<file path="src/rtl/chess_layout_matrix_pkg.sv">
// Shared board encoding for the chess layout block: field positions, piece and
// select codes, and the power-on board with the cursor on square 60.
package chess_pkg;

    localparam int SQUARE_WIDTH  = 8;
    localparam int CHESS_SQUARES = 64;
    localparam int LAYOUT_WIDTH  = SQUARE_WIDTH * CHESS_SQUARES;

    typedef enum logic [2:0] {
        PIECE_EMPTY    = 3'd0,
        PIECE_KING     = 3'd1,
        PIECE_QUEEN    = 3'd2,
        PIECE_ROOK     = 3'd3,
        PIECE_BISHOP   = 3'd4,
        PIECE_KNIGHT   = 3'd5,
        PIECE_PAWN     = 3'd6,
        PIECE_RESERVED = 3'd7
    } piece_e;

    typedef enum logic [1:0] {
        SEL_NONE       = 2'd0,
        SEL_PRESELECT  = 2'd1,
        SEL_SELECT     = 2'd2,
        SEL_POSTSELECT = 2'd3
    } select_e;

    typedef enum logic [1:0] {
        KEY_LEFT  = 2'd0,
        KEY_UP    = 2'd1,
        KEY_DOWN  = 2'd2,
        KEY_RIGHT = 2'd3
    } key_e;

    localparam logic COLOUR_DARK  = 1'b0;
    localparam logic COLOUR_LIGHT = 1'b1;

    localparam int PIECE_LSB  = 0;
    localparam int PIECE_MSB  = 2;
    localparam int COLOUR_BIT = 3;
    localparam int SELECT_LSB = 4;
    localparam int SELECT_MSB = 5;

    localparam logic [2:0] CURSOR_RESET_ROW = 3'd7;
    localparam logic [2:0] CURSOR_RESET_COL = 3'd4;

    // Most significant row first; within a row col 7 is the leftmost byte.
    localparam logic [LAYOUT_WIDTH-1:0] RESET_LAYOUT = {
        64'h0B0D_0C19_0A0C_0D0B,
        64'h0E0E_0E0E_0E0E_0E0E,
        64'h0000_0000_0000_0000,
        64'h0000_0000_0000_0000,
        64'h0000_0000_0000_0000,
        64'h0000_0000_0000_0000,
        64'h0606_0606_0606_0606,
        64'h0305_0401_0204_0503
    };

    function automatic logic [5:0] square_index(input logic [2:0] row, input logic [2:0] col);
        return {row, col};
    endfunction

endpackage

</file>
<file path="src/rtl/chess_layout_matrix_if.sv">
// Key inputs and board output of the chess layout block, bundled for the
// key driver (master) and the board-state logic (slave).
interface chess_layout_matrix_if;
    import chess_pkg::*;

    logic                    KeyLeft;
    logic                    KeyUp;
    logic                    KeyDown;
    logic                    KeyRight;
    logic [LAYOUT_WIDTH-1:0] Layout;

    modport master (
        output KeyLeft,
        output KeyUp,
        output KeyDown,
        output KeyRight,
        input  Layout
    );

    modport slave (
        input  KeyLeft,
        input  KeyUp,
        input  KeyDown,
        input  KeyRight,
        output Layout
    );

endinterface

</file>
<file path="src/rtl/chess_layout_matrix_key_debounce.sv">
// One push-button: 2-FF synchronizer, stability counter and a single-cycle
// pulse on each accepted press (debounced high-to-low change).
module key_debounce #(
    parameter int DEBOUNCE_CYCLES = 500000
) (
    input  logic clk,
    input  logic srst,
    input  logic key_n,
    output logic press
);

    localparam int CW = (DEBOUNCE_CYCLES > 1) ? $clog2(DEBOUNCE_CYCLES + 1) : 1;

    logic [1:0]    sync_reg;
    logic          stable_reg;
    logic [CW-1:0] count_reg;
    logic [1:0]    flush_reg;
    logic          armed_reg;
    logic          press_reg;

    logic sync_key;
    logic settle_done;

    assign sync_key    = sync_reg[1];
    assign settle_done = (count_reg == CW'(DEBOUNCE_CYCLES - 1));
    assign press       = press_reg;

    // The synchronizer holds its reset value for two edges, so the arm flag
    // only trusts sync_key once it reflects a real post-reset sample. A key
    // held through reset therefore has to be seen released before it fires.
    always_ff @(posedge clk) begin
        if (srst) begin
            sync_reg   <= 2'b11;
            stable_reg <= 1'b1;
            count_reg  <= '0;
            flush_reg  <= 2'd0;
            armed_reg  <= 1'b0;
            press_reg  <= 1'b0;
        end else begin
            sync_reg  <= {sync_reg[0], key_n};
            press_reg <= 1'b0;

            if (flush_reg != 2'd2) begin
                flush_reg <= flush_reg + 2'd1;
            end else if (sync_key) begin
                armed_reg <= 1'b1;
            end

            if (sync_key != stable_reg) begin
                if (settle_done) begin
                    stable_reg <= sync_key;
                    count_reg  <= '0;
                    press_reg  <= !sync_key && armed_reg;
                end else begin
                    count_reg <= count_reg + 1'b1;
                end
            end else begin
                count_reg <= '0;
            end
        end
    end

endmodule

</file>
<file path="src/rtl/chess_layout_matrix.sv">
// Board state for the chess game: debounces the four keys, moves the
// pre-select cursor with edge saturation and keeps the 64-square Layout.
module chess_layout_matrix
    import chess_pkg::*;
#(
    parameter int DEBOUNCE_CYCLES = 500000
) (
    input  logic                 clock,
    input  logic                 resetApp,
    chess_layout_matrix_if.slave bus
);

    logic [3:0]              key_n;
    logic [3:0]              press;
    logic                    single_press;
    logic [2:0]              row_reg;
    logic [2:0]              col_reg;
    logic [2:0]              row_next;
    logic [2:0]              col_next;
    logic [5:0]              cursor_next;
    logic                    move;
    logic [LAYOUT_WIDTH-1:0] layout_flat;

    assign key_n[KEY_LEFT]  = bus.KeyLeft;
    assign key_n[KEY_UP]    = bus.KeyUp;
    assign key_n[KEY_DOWN]  = bus.KeyDown;
    assign key_n[KEY_RIGHT] = bus.KeyRight;

    genvar gi;
    generate
        for (gi = 0; gi < 4; gi++) begin : gen_key
            key_debounce #(
                .DEBOUNCE_CYCLES(DEBOUNCE_CYCLES)
            ) u_key (
                .clk   (clock),
                .srst  (resetApp),
                .key_n (key_n[gi]),
                .press (press[gi])
            );
        end
    endgenerate

    // Two or more simultaneous pulses are treated as an ambiguous chord.
    assign single_press = (press != 4'b0000) && ((press & (press - 4'd1)) == 4'b0000);

    always_comb begin
        row_next = row_reg;
        col_next = col_reg;
        if (single_press) begin
            if (press[KEY_LEFT] && col_reg != 3'd0) begin
                col_next = col_reg - 3'd1;
            end
            if (press[KEY_RIGHT] && col_reg != 3'd7) begin
                col_next = col_reg + 3'd1;
            end
            if (press[KEY_UP] && row_reg != 3'd0) begin
                row_next = row_reg - 3'd1;
            end
            if (press[KEY_DOWN] && row_reg != 3'd7) begin
                row_next = row_reg + 3'd1;
            end
        end
    end

    assign cursor_next = square_index(row_next, col_next);
    assign move        = (cursor_next != square_index(row_reg, col_reg));

    always_ff @(posedge clock) begin
        if (resetApp) begin
            row_reg <= CURSOR_RESET_ROW;
            col_reg <= CURSOR_RESET_COL;
        end else if (move) begin
            row_reg <= row_next;
            col_reg <= col_next;
        end
    end

    // Each square owns its byte; only the select field is ever rewritten.
    generate
        for (gi = 0; gi < CHESS_SQUARES; gi++) begin : gen_square
            logic [SQUARE_WIDTH-1:0] square_reg;

            always_ff @(posedge clock) begin
                if (resetApp) begin
                    square_reg <= RESET_LAYOUT[gi*SQUARE_WIDTH +: SQUARE_WIDTH];
                end else if (move) begin
                    square_reg[SELECT_MSB:SELECT_LSB] <=
                        (cursor_next == 6'(gi)) ? SEL_PRESELECT : SEL_NONE;
                end
            end

            assign layout_flat[gi*SQUARE_WIDTH +: SQUARE_WIDTH] = square_reg;
        end
    endgenerate

    assign bus.Layout = layout_flat;

endmodule

</file>
<file path="src/flat_wrapper.sv">
// flat-port wrapper written by rule: the top's interface ports become plain ports
module chess_layout_matrix_flat import chess_pkg::*;
#(
    parameter int DEBOUNCE_CYCLES = 500000
)
  (clock, resetApp, bus_KeyLeft, bus_KeyUp, bus_KeyDown, bus_KeyRight, bus_Layout);
  chess_layout_matrix_if bus_i ();
  input  logic clock;
  input  logic resetApp;
  input wire logic [$bits(bus_i.KeyLeft)-1:0] bus_KeyLeft;
  input wire logic [$bits(bus_i.KeyUp)-1:0] bus_KeyUp;
  input wire logic [$bits(bus_i.KeyDown)-1:0] bus_KeyDown;
  input wire logic [$bits(bus_i.KeyRight)-1:0] bus_KeyRight;
  output wire logic [$bits(bus_i.Layout)-1:0] bus_Layout;
  assign bus_i.KeyLeft = bus_KeyLeft;
  assign bus_i.KeyUp = bus_KeyUp;
  assign bus_i.KeyDown = bus_KeyDown;
  assign bus_i.KeyRight = bus_KeyRight;
  assign bus_Layout = bus_i.Layout;
  chess_layout_matrix #(.DEBOUNCE_CYCLES(DEBOUNCE_CYCLES)) u_core (.clock(clock), .resetApp(resetApp), .bus(bus_i));
endmodule
</file>
<file path="config.mk">
export PLATFORM = sky130hd
export DESIGN_NAME = chess_layout_matrix_flat
export DESIGN_NICKNAME = d
export VERILOG_FILES = /design/src/rtl/chess_layout_matrix_pkg.sv /design/src/rtl/chess_layout_matrix_if.sv /design/src/rtl/chess_layout_matrix_key_debounce.sv /design/src/rtl/chess_layout_matrix.sv /design/src/flat_wrapper.sv
export SDC_FILE = /design/constraint.sdc
export NUM_CORES = 1
export LEC_CHECK = 0
export BUFFER_PORTS_ARGS = -buffer_cell sky130_fd_sc_hd__buf_4
export CORE_AREA = 4 4 198 200
export CTS_CLUSTER_SIZE = 8
export DETAILED_ROUTE_END_ITERATION = 16
export DIE_AREA = 0 0 202 204
export SLEW_MARGIN = 20
export SYNTH_ARGS = -nofsm -noshare
export SYNTH_HDL_FRONTEND = slang
export SYNTH_SLANG_ARGS = --single-unit
</file>
<file path="constraint.sdc">
create_clock -name clock -period 4.6 [get_ports clock]
set_clock_uncertainty 0.15 [all_clocks]
set_input_delay 0 -clock clock [delete_from_list [all_inputs] [get_ports clock]]
set_output_delay 0 -clock clock [all_outputs]
set_load 0.005 [all_outputs]
</file>
==> results.yml <==
timing:
  fmax_ghz: 0.325
  timing_worst_slew_pin_value_ns: 1.06
  min_period_ns: 3.08
  min_period_over_period: 0.669
  timing_max_transition_violations_final: 0
  fin_ws_ns: 1.52
  slew_headroom: 0.293
  final_hold_viol_count: 0
  report.final.setup_viol: 0
  finalSetupTns_ns: 0
  unrepaired_setup_endpoints_after_global_routing: "no"
global_route:
  grt_start_max_net_pins: 38
  first_pass_grt_wire_length_um: 30400
  grt_pass1_vias: 6021
  grt_util_all_layers: 0.0873
  antenna_violations_before_repair: 0
  grt_overflow_total: 0
die:
  io-pin-count: 518
  dieArea_sq_um: 41200
  floorplan.core_area_sq_um: 37400
  die_h_um: 204
  floorplan.die.width_um: 202
  placementRows: 71
  floorplan.initialDensity: 0.296
critical_path:
  worst-r2r-setup-slack_ns: 1.52
  ff2ff_path_depth: 7
  critical-path-max-stage-delay_ns: 0.76
  crit-reg2reg-launch: "u_core.col_reg[0]"
  crit_buf_inv: 1
  critPathCaptureType: "register"
  master_of_the_slowest_instance_on_the_critical_path: "sky130_fd_sc_hd__o211ai_1"
  cp_data_arrival_time_ns: 3.28
  worstSetupStartpointType: "register"
  critPathRequiredTime_ns: 4.81
  worst-path-max-fanout: 11
  path_cells: "inv_1 -> ha_1 -> nor4bb_1 -> o31ai_1 -> nand3_1 -> o211ai_1 -> a32o_1"
  crit_family: "compound AO/OA/AOI/OAI gates"
  timing_worst_setup_path_type: "register to register"
  worstReg2RegEnd: "u_core.gen_square[19].square_reg[4]"
worst_hold_path:
  worstHoldPathType: "input port to register"
  hp-start: "bus_KeyLeft"
  timing.hold.worst_path_depth: 3
  hold_end: "u_core.gen_key[0].u_key.sync_reg[0]"
drt:
  ant_nets: 0
  detail_route.wl_per_cell_um: 11.1
  route.final.wire_length_um: 20400
  detailedRoute.firstPassIterationCount: 4
  drt_drc_violations_left: 0
  via_count: 6995
  detailedRoute.firstIterationViolations: 420
  drt-vias-per-instance: 3.80
cells_and_area:
  final_area_sq_um: 11100
  multi_input_comb_area_sq_um: 5500
  finish.net_count: 1337
  largest_register_ff_count: 76
  final_util: 0.296
  diodes: 0
  num-fill-cells: 3928
  fraction_of_final_layout_cells_with_drive_strength_greater_than_1: 0.114
  seq_area_sq_um: 3480
  area_growth_pct: 0.0675
logic_synthesis:
  number_of_enable_flip_flop_cells_after_synthesis: 0
  synth.area.top_cells: "sky130_fd_sc_hd__dfxtp_1, sky130_fd_sc_hd__buf_4, sky130_fd_sc_hd__nor2_1"
  synth.top_cells.by_count: "sky130_fd_sc_hd__buf_4, sky130_fd_sc_hd__dfxtp_1, sky130_fd_sc_hd__nor2_1"
  synth_largest_type_area_fraction: 0.315
  postSynthRegisterBits: 174
  syn-instance-count: 1253
  post_synth.cell_area_avg_sq_um: 8.84
  asyncSetResetFlopFracSynth: 0
  postSynth.topFlopCell: "sky130_fd_sc_hd__dfxtp_1"
  synthMostInstantiatedCell: "sky130_fd_sc_hd__buf_4"
  synthesis.area_sq_um: 11100
  synth_top_cell_by_area: "sky130_fd_sc_hd__dfxtp_1"
  synthesis.yosys.warnings: 0
  seq_area_frac_synth: 0.315
  synth.distinct_cells: 72
place:
  place_ws_ns: 1.57
  gp_congestion: 0.813
  io_buffer_count: 69
  post-dp-hpwl_um: 15500
  place_area_sq_um: 10400
power:
  power.density_nw_per_um2: 314
  power.ir.vdd_worst_mv: 0.183
  static-leakage-power_uw: 0.00458
  total_power_uw: 3470
clocking:
  h_tree_levels: 4
  clock_latency_ns: 0.43
  post-cts-setup-buffer-count: 0
  ctsRootBufferMaster: "sky130_fd_sc_hd__clkbuf_16"
  cts_made_buffers: 17
  cts-hold-fix-buffers: 6
  clk_pin_slew_ns: 0.07
  post_cts_repair_resize_count: 0
  clk_path_buf_depth: 2
  cts_sinks: 174
  tritoncts: "done"
status:
  status: "finished, final reports clean"
run:
  cap_violations: 0
final cells by class:
type                       count  area share
clock buffer                  18      0.0387
clock inverter                14      0.0209
inverter                      56      0.0190
multi-input combinational    990       0.497
sequential                   174       0.314
tap                          511      0.0577
timing repair buffer          76      0.0528
where the power goes:
group / internal, uW / switching, uW / total, uW
clock network: 978 / 631 / 1610
logic: 80.1 / 201 / 281
registers: 1560 / 28.1 / 1580
layout by cell type, fill, tap and decap left out, drive strengths merged, types with 8 or more instances in the layout:
master / netlist / routed
a21oi: 16 / 16
a32o: 26 / 26
and3: 10 / 10
and4: 9 / 9
buf: 466 / 70
clkbuf: 13 / 18
conb: 2 / 448
dfxtp: 174 / 174
ha: 16 / 16
inv: 55 / 59
nand2: 42 / 42
nand2b: 8 / 8
nand3: 34 / 34
nand4: 23 / 23
nor2: 119 / 119
nor3: 10 / 10
nor4: 14 / 14
o32ai: 37 / 37
or2: 14 / 14
xnor2: 32 / 32
xor2: 45 / 45
metrics by stage:
| step | cells | hold WS, ns |
|---|---|---|
| 2_1_floorplan | 1699 | -0.0462 |
| 3_3_place_gp | 1801 | 0.0605 |
| 3_5_place_dp | 1801 | 0.0479 |
| 4_1_cts | 1839 | 0.150 |
| 5_1_grt | 1839 | 0.192 |
| 6_report | 1839 | 0.188 |
tightest hold or removal path: stages:
cell and delay [ns]:
sky130_fd_sc_hd__dlygate4sd3_1 0.52, sky130_fd_sc_hd__buf_4 0.11, sky130_fd_sc_hd__or2_2 0.10
worst max-delay path by stage:
stage,cells after the start,slack (ns),to,start
2_1_floorplan,8,2.01,u_core.gen_square[41].square_reg[4],u_core.row_reg[0]
3_3_place_gp,7,1.56,u_core.gen_square[33].square_reg[4],u_core.col_reg[0]
5_1_grt,7,1.25,u_core.gen_square[19].square_reg[4],u_core.col_reg[0]
6_report,7,1.52,u_core.gen_square[19].square_reg[4],u_core.col_reg[0]
4_1_cts,7,1.56,u_core.gen_square[34].square_reg[4],u_core.col_reg[0]
3_5_place_dp,5,1.57,u_core.gen_square[10].square_reg[4],u_core.gen_key[1].u_key.press
kinds of logic (layout without fill, tap and decap cells):
kind of cell	count (synthesis)	after routing	share of synthesized area
buf+inv	535	164	0.340
simple gates	321	321	0.150
mux	2	2	0.00181
flops	174	174	0.315
fa+ha+maj	16	16	0.0181
xor+xnor	77	77	0.0609
compound gates	126	126	0.114
other cells	2	448	0.000678
layer usage:
metal	vias up	GRT usage	routed length, um
met4	0	0.0242	206
li1	3422	-	-
met3	12	0.0209	1430
met1	3308	0.111	8420
met5	-	0	0
met2	253	0.148	10300
Note: power is estimated with default switching activity, not from simulation.
